==> src/rtl/matrix_dsp_sequencer.sv <==
// Matrix DSP microcode sequencer: fetches from a registered ROM, issues one
// instruction per cycle, handles datapath stall, one loop level and END.
module matrix_dsp_sequencer #(
    parameter int ADDR_WIDTH = 8
) (
    input  logic                  clk,
    input  logic                  reset,
    input  logic                  start,
    input  logic [ADDR_WIDTH-1:0] startAddr,
    input  logic                  stall,
    output logic [ADDR_WIDTH-1:0] romAddr,
    output logic                  romEnable,
    input  logic [3:0]            romInputAAddress,
    input  logic                  romInputASelect,
    input  logic [3:0]            romInputBAddress,
    input  logic [1:0]            romInputBSelect,
    input  logic [2:0]            romOperation,
    input  logic [1:0]            romOutputAddress,
    output logic                  issueValid,
    output logic [3:0]            issueInputAAddress,
    output logic                  issueInputASelect,
    output logic [3:0]            issueInputBAddress,
    output logic [1:0]            issueInputBSelect,
    output logic [2:0]            issueOperation,
    output logic [1:0]            issueOutputAddress,
    output logic                  busy,
    output logic                  done
);

    typedef enum logic [1:0] {
        IDLE = 2'd0,
        EXEC = 2'd1,
        FIN  = 2'd2
    } state_t;

    localparam logic [2:0] OP_END  = 3'b111;
    localparam logic [2:0] OP_LOOP = 3'b110;

    state_t                state, next_state;
    logic [ADDR_WIDTH-1:0] pc, next_pc, pc_inc, loop_target;
    logic                  loop_active, next_loop_active;
    logic [3:0]            loop_count, next_loop_count, remaining;

    assign pc_inc      = pc + ADDR_WIDTH'(1);
    assign loop_target = ADDR_WIDTH'({romInputBAddress, romInputBSelect,
                                      romOutputAddress});
    assign remaining   = loop_active ? loop_count : romInputAAddress;

    // Decoded fields go straight through; issueValid qualifies them.
    assign issueInputAAddress = romInputAAddress;
    assign issueInputASelect  = romInputASelect;
    assign issueInputBAddress = romInputBAddress;
    assign issueInputBSelect  = romInputBSelect;
    assign issueOperation     = romOperation;
    assign issueOutputAddress = romOutputAddress;

    // State, program counter and loop counter registers.
    always_ff @(posedge clk) begin
        if (reset) begin
            state       <= IDLE;
            pc          <= '0;
            loop_active <= 1'b0;
            loop_count  <= '0;
        end else begin
            state       <= next_state;
            pc          <= next_pc;
            loop_active <= next_loop_active;
            loop_count  <= next_loop_count;
        end
    end

    // Next-state, fetch address and issue control.
    always_comb begin
        next_state       = state;
        next_pc          = pc;
        next_loop_active = loop_active;
        next_loop_count  = loop_count;
        romAddr          = pc;
        romEnable        = 1'b0;
        issueValid       = 1'b0;
        busy             = 1'b0;
        done             = 1'b0;
        unique case (state)
            IDLE: begin
                romAddr   = startAddr;
                romEnable = start;
                if (start) begin
                    next_pc    = startAddr;
                    next_state = EXEC;
                end
            end
            EXEC: begin
                busy = 1'b1;
                if (romOperation == OP_END) begin
                    next_state = FIN;
                end else if (romOperation == OP_LOOP) begin
                    romEnable = 1'b1;
                    if (remaining != 4'd0) begin
                        next_loop_active = 1'b1;
                        next_loop_count  = remaining - 4'd1;
                        romAddr          = loop_target;
                        next_pc          = loop_target;
                    end else begin
                        next_loop_active = 1'b0;
                        romAddr          = pc_inc;
                        next_pc          = pc_inc;
                    end
                end else begin
                    issueValid = 1'b1;
                    if (!stall) begin
                        romAddr   = pc_inc;
                        romEnable = 1'b1;
                        next_pc   = pc_inc;
                    end
                end
            end
            FIN: begin
                done       = 1'b1;
                next_state = IDLE;
            end
            default: next_state = IDLE;
        endcase
    end

endmodule
==> config.mk <==
export PLATFORM = sky130hd
export DESIGN_NAME = matrix_dsp_sequencer
export DESIGN_NICKNAME = d
export VERILOG_FILES = /design/src/rtl/matrix_dsp_sequencer.sv
export SDC_FILE = /design/constraint.sdc
export NUM_CORES = 1
export LEC_CHECK = 0
export CAP_MARGIN = 20
export CORE_ASPECT_RATIO = 1.5
export CORE_MARGIN = 4
export CORE_UTILIZATION = 30
export CTS_BUF_LIST = sky130_fd_sc_hd__clkbuf_4 sky130_fd_sc_hd__clkbuf_8
export CTS_CLUSTER_SIZE = 24
export DETAILED_ROUTE_END_ITERATION = 6
export PLACE_DENSITY_LB_ADDON = 0.1
export SYNTH_ARGS = -nofsm -noshare
export SYNTH_HDL_FRONTEND = slang
export SYNTH_SLANG_ARGS = --single-unit
==> constraint.sdc <==
create_clock -name clk -period 3.9 [get_ports clk]
set_input_delay 0.585 -clock clk [delete_from_list [all_inputs] [get_ports clk]]
set_output_delay 0.585 -clock clk [all_outputs]
set_load 0.02 [all_outputs]
==> results of run 1 <==
==> power breakdown <==
group          total, uW  switching (uW)  internal (uW)
clock                143            63.6           79.5
combinational        226             113            112
sequential           183            18.6            164
==> how the worst max path moves through the flow <==
stage,slack [ns],to
2_1_floorplan,0.92,romAddr[0]
3_3_place_gp,0.05,romAddr[2]
3_5_place_dp,0.03,romAddr[2]
4_1_cts,0.01,romAddr[2]
5_1_grt,-0.02,romAddr[5]
6_report,0.16,romAddr[5]
==> cell families (layout without fill, tap and decap cells) <==
kind of cell,Yosys count,after routing,synth area share (%)
multiplexers,5,5,3.13
XOR/XNOR,9,9,4.93
adder cells (fa/ha/maj),3,3,2.35
buffers and inverters,36,76,14.9
flip-flops,15,15,18.8
AO/OA/AOI/OAI,55,55,27.7
AND/OR/NAND/NOR,81,81,28.2
==> layout make-up <==
| type | instances | area, um^2 | area share (%) |
|---|---|---|---|
| multi-input combinational | 153 | 1070 | 49.9 |
| timing repair buffer | 64 | 613 | 28.5 |
| sequential | 15 | 300 | 14.0 |
| tap | 68 | 85.1 | 3.96 |
| clock buffer | 4 | 48.8 | 2.27 |
| inverter | 8 | 30.0 | 1.40 |
==> placed cells by master (no fill, tap or decap), types with 3 or more instances in the layout <==
cell type and instances:
a211oi_1 3, a21oi_1 12, a221o_1 3, a22oi_1 4
buf_4 11, clkbuf_8 3, clkdlybuf4s50_1 53, dfxtp_1 15
ha_1 3, inv_1 8, mux2i_1 5, nand2_1 15
nand2b_1 5, nand3_1 9, nand3b_1 3, nor2_1 22
nor2b_1 4, nor3_1 5, xnor2_1 8
==> worst register-to-register path, cell delays in order, from the launching register on <==
cell,delay (ns)
dfxtp_1,0.39
mux2i_1,0.26
ha_1,0.23
nor4b_4,0.29
or2_4,0.23
buf_4,0.12
a211oi_1,0.10
a2111oi_0,0.42
o32ai_1,0.12
==> per-layer routing <==
metal	track usage (%)	part of all wire [%]	routed length (um)	up-vias
met1	17.7	41	2060	754
met3	1.50	3.3	164	6
met5	0	0	0	-
met2	28.7	54	2710	35
met4	5.47	1.6	79	0
li1	-	-	-	817
==> stage by stage <==
| stage | cells | TNS [ns] | cell area, um^2 |
|---|---|---|---|
| global placement | 308 | 0 | 2090 |
| detailed placement | 308 | 0 | 2090 |
| global route | 312 | -0.0198 | 2150 |
| CTS | 312 | 0 | 2140 |
| finish | 312 | 0 | 2150 |
| floorplan | 204 | 0 | 1600 |
==> registers in the layout (all words and copies together), names as in the netlist <==
| name | count |
|---|---|
| loop_active | 1 |
| pc | 8 |
| state | 2 |
| loop_count | 4 |
==> reports/qor.txt, run 1 <==
STATUS
-------------------------------------------------------------------------------
Outcome                                                            finished, final reports clean

LOGIC SYNTHESIS
-------------------------------------------------------------------------------
Sequential share of the synthesized area                                  18.8%
Number of unique standard cell types used by synthesis                       60
Synthesized netlist net count                                               235
Share of the synthesized area in the top cell type                        18.8%
Number of synthesized flops with an enable pin                                0
Ys flop type                                                            dfxtp_1
Avg Synthesized Cell Area                                             7.83 um^2
Most numerous cell types in the synthesized netlist                22 x nor2_1, 18 x buf_4, 15 x dfxtp_1, 15 x nand2_1, 12 x a21oi_1
Summed instance area of the synthesized netlist                    0.00160 mm^2
Post-Synthesis Cells                                                        204
Most frequent cell after synthesis                                       nor2_1
Top cell type by total area after synthesis                             dfxtp_1
Number of flip-flops and latches in the synthesized netlist                  15
Largest cells by area after synthesis                              dfxtp_1 19%, buf_4 8.5%, nor2_1 5.2%
Asr flop ratio synth                                                         0%
Count of warnings emitted by yosys                                            0

DIE
-------------------------------------------------------------------------------
Number of rows in the core area                                              32
Vert. Die Dim                                                           97.4 um
Initial standard-cell utilization of the core                             30.9%
Placeable core area                                                0.00516 mm^2
Die ar.                                                            0.00658 mm^2
Horiz. Die Dim                                                          67.6 um
I/O pins                                                                     56

GRT
-------------------------------------------------------------------------------
Pin count of the biggest net entering global routing                         17
Initial antenna violation count                                               0
Number of global-route vias before repair                                  1618
Wire length of the first global-routing pass                            7930 um
Overall Global Routing Usage                                              15.6%
Remaining global-route overflow                                               0

TIMING
-------------------------------------------------------------------------------
Shortest clock period the worst path allows after layout                3.74 ns
Max frequency                                                           267 MHz
Max Clock Skew                                                       0.00151 ns
Setup ws final                                                         0.159 ns
Hold Slack                                                             0.498 ns
Max-slew violations                                                           0
Final-report hold violation count                                             0
Tcrit/Tclk final                                                          95.9%
Max-slew headroom at the worst pin                                        51.3%
Endpoints failing setup                                                       0
Worst Tran Pin Value                                                   0.728 ns

CRITICAL PATH
-------------------------------------------------------------------------------
Crit path max-delay cell type                                      clkdlybuf4s50_1
Arrival time reported for the critical path endpoint                    3.16 ns
Max incr delay on CP                                                    0.60 ns
Required arrival time at the worst endpoint                             3.31 ns
Reg2reg setup slack                                                     1.61 ns
CP max FO                                                                     4
Endpoint of the worst register-to-register path                           pc[4]
Startpoint Class                                                      input pin
Type of element capturing the critical path                        primary output
Source of the critical timing path                                 romInputAAddress[0]
Reg-to-reg critical path startpoint                                 loop_active
CP Buf/Inv Count                                                              3
Worst-case reg-to-reg path depth                                              8
Cell type with the highest occurrence count on the critical path   clkdlybuf4s50_1
Ordered list of cells on the worst path                            clkdlybuf4s50_1, mux2i_1, ha_1, nor4b_4, buf_4, nor4_1, a31o_2, a211oi_2, a221o_1, clkdlybuf4s50_1
Class of the most critical setup path                                    in2out
Cell family with the largest share of critical-path delay          buffers and inverters
Total number of cells along the worst setup path                             10

CLOCK NETWORK
-------------------------------------------------------------------------------
Clock slew at reported path FFs                                         0.07 ns
Clk Latency, worst-skew pair                                            0.25 ns
TritonCTS Buffers                                                             3
Maximum level of the CTS H-tree                                               1
Total of hold buffers inserted after clock tree synthesis                     0
Post-cts repair resize count                                                  0
Bufs on Longest Clock Path                                                    2
Clock tree from TritonCTS                                                   yes
Sink count of the clock tree                                                 15
Clock Root Buffer                                                      clkbuf_8
Post-CTS setup repair buffer count                                            0

FINAL LAYOUT
-------------------------------------------------------------------------------
Final core utilization                                                    41.6%
FILL cells                                                                  517
Area Growth Syn to Fin                                                    34.5%
Layout cells sized above 1                                                13.1%
Nets                                                                        276
Antenna Diode Count                                                           0

MIN PATH
-------------------------------------------------------------------------------
Worst hold path stage count                                                   2
Worst min-delay path startpoint                                    loop_count[0]
Worst Hold Path EP                                                 loop_count[0]
Worst min-delay path category                                           reg2reg

DETAILED ROUTING
-------------------------------------------------------------------------------
Number of vias per cell after detailed routing                             5.17
Final antenna-violating net count                                             0
Routed wire length per instance                                         16.1 um
Number of DRC violations after detailed-routing iteration 0                  56
Count of TritonRoute iterations in the first routing pass                     4
DRC violation count after routing                                             0
DRT Wirelength                                                          5010 um
Routed via count                                                           1612

PLACED DESIGN
-------------------------------------------------------------------------------
HPWL after detailed placement                                           3950 um
Number of buffers added on ports                                             53
Pre-CTS WS                                                            0.0318 ns
Final Wtd Congestion                                                      0.787

POWER AND IR DROP
-------------------------------------------------------------------------------
Worst vdd ir                                                         0.000119 V
Cell leakage power                                                  0.000783 uW
Power per Cell Area                                                 256 mW/mm^2
Total power of the final layout                                          551 uW

RUN
-------------------------------------------------------------------------------
Max_cap viols                                                                 0

Note: power is estimated with default switching activity, not from simulation.
==> run 2: changes to the inputs <==
CAP_MARGIN = 30   (was 20)
CORE_MARGIN = unset   (was 4)
CORE_UTILIZATION = 51   (was 30)
==> reports/qor.txt, run 2 (synthesized netlist as in run 1, its figures left out) <==
DIE
-------------------------------------------------------------------------------
Die ar.                                                            0.00337 mm^2   was 0.00658 mm^2
Initial standard-cell utilization of the core                             54.3%   was 30.9%
Placeable core area                                                0.00294 mm^2   was 0.00516 mm^2
Vert. Die Dim                                                           70.6 um   was 97.4 um
Horiz. Die Dim                                                          47.7 um   was 67.6 um
I/O pins                                                                     56   unchanged
Number of rows in the core area                                              24   was 32

TIMING
-------------------------------------------------------------------------------
Max frequency                                                           264 MHz   was 267 MHz
Total negative setup slack                                                 0 ns   unchanged
Max-slew headroom at the worst pin                                        55.6%   was 51.3%
Endpoints failing setup                                                       0   unchanged
Shortest clock period the worst path allows after layout                3.79 ns   was 3.74 ns
Final-report hold violation count                                             0   unchanged
Tcrit/Tclk final                                                          97.2%   was 95.9%
Max-slew violations                                                           0   unchanged
Setup ws final                                                         0.109 ns   was 0.159 ns
Max Clock Skew                                                       0.00194 ns   was 0.00151 ns
Worst Tran Pin Value                                                   0.665 ns   was 0.728 ns

FINAL LAYOUT
-------------------------------------------------------------------------------
Area Growth Syn to Fin                                                    30.4%   was 34.5%
Flip-flop count of the largest register after layout                          8   unchanged
Most frequent cells in the layout                                  50 x clkdlybuf4s50_1, 22 x nor2_1, 15 x nand2_1, 15 x dfxtp_1, 12 x a21oi_1   was 53 x clkdlybuf4s50_1, 22 x nor2_1, 15 x nand2_1, 15 x dfxtp_1, 12 x a21oi_1
Non-filler cells in the finished layout                                     278   was 312
Layout cells sized above 1                                                11.3%   was 13.1%
Register with the highest flop count                                         pc   unchanged
Finished layout cell area                                          0.00208 mm^2   was 0.00215 mm^2
Most common cell after layout, fill and taps aside                 clkdlybuf4s50_1   unchanged
Biggest regs                                                       pc (8), loop_count (4), state (2)   unchanged
FILL cells                                                                  259   was 517
Nets                                                                        271   was 276
Antenna Diode Count                                                           0   unchanged

CRITICAL PATH
-------------------------------------------------------------------------------
Endpoint of the worst register-to-register path                           pc[4]   unchanged
CP max FO                                                                     5   was 4
Worst-case reg-to-reg path depth                                              8   unchanged
Source of the critical timing path                                 romInputAAddress[0]   unchanged
Cell type with the highest occurrence count on the critical path   clkdlybuf4s50_1   unchanged
Type of element capturing the critical path                        primary output   unchanged
Reg-to-reg critical path startpoint                                 loop_active   unchanged
Startpoint Class                                                      input pin   unchanged
Ordered list of cells on the worst path                            clkdlybuf4s50_1, mux2i_1, ha_1, nor4b_4, or2_4, nor3_1, a2111oi_2, a221o_1, clkdlybuf4s50_1   was clkdlybuf4s50_1, mux2i_1, ha_1, nor4b_4, buf_4, nor4_1, a31o_2, a211oi_2, a221o_1, clkdlybuf4s50_1
Crit path max-delay cell type                                      clkdlybuf4s50_1   unchanged
CP Buf/Inv Count                                                              2   was 3
Reg2reg setup slack                                                     1.51 ns   was 1.61 ns
Max incr delay on CP                                                    0.60 ns   about the same
Required arrival time at the worst endpoint                             3.31 ns   about the same
Total number of cells along the worst setup path                              9   was 10
Arrival time reported for the critical path endpoint                    3.21 ns   was 3.16 ns
Cell family with the largest share of critical-path delay          buffers and inverters   unchanged
Class of the most critical setup path                                    in2out   unchanged

PLACED DESIGN
-------------------------------------------------------------------------------
Cell total after placement                                                  274   was 308
Number of buffers added on ports                                             53   unchanged
Final Wtd Congestion                                                      0.926   was 0.787
HPWL after detailed placement                                           3550 um   was 3950 um
Cell area after placement                                          0.00201 mm^2   was 0.00209 mm^2
Pre-CTS WS                                                           0.00374 ns   was 0.0318 ns

MIN PATH
-------------------------------------------------------------------------------
Worst Hold Path EP                                                 loop_count[1]   was loop_count[0]
Worst min-delay path category                                           reg2reg   unchanged
Worst min-delay path startpoint                                    loop_count[1]   was loop_count[0]
Worst hold path stage count                                                   2   unchanged

CLOCK NETWORK
-------------------------------------------------------------------------------
Clock tree from TritonCTS                                                   yes   unchanged
Bufs on Longest Clock Path                                                    2   unchanged
TritonCTS Buffers                                                             3   unchanged
Clk Latency, worst-skew pair                                            0.26 ns   was 0.25 ns
Sink count of the clock tree                                                 15   unchanged
Post-CTS setup repair buffer count                                            0   unchanged
Clock slew at reported path FFs                                         0.06 ns   was 0.07 ns
Maximum level of the CTS H-tree                                               1   unchanged
Clock Root Buffer                                                      clkbuf_8   unchanged

GRT
-------------------------------------------------------------------------------
Wire length of the first global-routing pass                            7340 um   was 7930 um
Number of global-route vias before repair                                  1595   was 1618
Overall Global Routing Usage                                              29.2%   was 15.6%
Initial antenna violation count                                               0   unchanged
Remaining global-route overflow                                               0   unchanged
Pin count of the biggest net entering global routing                         17   unchanged

DETAILED ROUTING
-------------------------------------------------------------------------------
DRC violation count after routing                                             0   unchanged
DRT Wirelength                                                          4600 um   was 5010 um
Routed wire length per instance                                         16.5 um   was 16.1 um
Count of TritonRoute iterations in the first routing pass                     5   was 4
Number of vias per cell after detailed routing                             6.00   was 5.17
Routed via count                                                           1668   was 1612
Number of DRC violations after detailed-routing iteration 0                  54   was 56
Final antenna-violating net count                                             0   unchanged

POWER AND IR DROP
-------------------------------------------------------------------------------
Cell leakage power                                                  0.000787 uW   was 0.000783 uW
Power per Cell Area                                                 262 mW/mm^2   was 256 mW/mm^2
Worst vdd ir                                                         0.000194 V   was 0.000119 V
Total power of the final layout                                          546 uW   was 551 uW

RUN
-------------------------------------------------------------------------------
Max_cap viols                                                                 0   unchanged

STATUS
-------------------------------------------------------------------------------
Outcome                                                            finished, final reports clean   unchanged

[run 2: cell count changes in the layout (fill, tap and decap cells not counted), sizes merged]
cell / previous run / this run
clkdlybuf4s50: 53 / 50
dlymetal6s2s: 0 / 3
buf: 11 / 6
[run 2: area by class of cell]
type	count	area (um^2)	area share (%)
Timing Repair Buffer	59	583	28.0
Tap cell	39	48.8	2.34
Inverter	8	30.0	1.44
Multi-Input combinational cell	153	1070	51.5
Sequential cell	15	300	14.4
Clock buffer	4	48.8	2.34
[run 2: timing repair]
item / CTS / global route
pin swaps: 0 / 1
cloned: 0 / 0
endpoints found under the setup margin: 1 / 6
gates resized for setup: 1 / 5
hold buffers: 0 / 0
[run 2: metrics by stage]
step | hold slack, ns | util [%]
6_report | 0.509 | 70.8
2_1_floorplan | 0.460 | -
3_5_place_dp | 0.502 | 68.5
4_1_cts | 0.511 | 70.2
3_3_place_gp | 0.480 | 68.5
5_1_grt | 0.545 | 70.8
[run 2: how the worst max path moves through the flow]
stage | end | slack [ns]
6_report | romAddr[2] | 0.11
3_5_place_dp | romAddr[2] | 0.004
3_3_place_gp | romAddr[7] | 0.09
5_1_grt | romAddr[2] | -0.003
4_1_cts | romAddr[2] | 0.06
2_1_floorplan | romAddr[0] | 0.92
[run 2: routing by layer]
metal | global-route usage, % | vias to the layer above | share of wire [%]
met2 | 50.2 | 66 | 53
met4 | 14.8 | 0 | 2.6
met3 | 4.59 | 11 | 4.4
met5 | 0 | - | 0
met1 | 32.4 | 786 | 39
li1 | - | 805 | -
[run 2: power breakdown]
group	total (uW)	switching, uW	leakage (uW)	internal (uW)
logic	222	112	0.000638	110
registers	184	19.3	0.000123	164
clock network	141	61.6	0.0000262	79.6
[run 2: worst min-delay path: cells and delay by family, from the launching register on]
kind / cells / cell delay [ns]
and+or+nand+nor: 1 / 0.10
AOI/OAI and AO/OA: 1 / 0.05
DFF: 1 / 0.32
==> run 3: changes to the inputs <==
HOLD_SLACK_MARGIN = 0.02   (was unset)
==> results of run 3 <==
Final layout, timing and power as in run 2 (identical DEF).
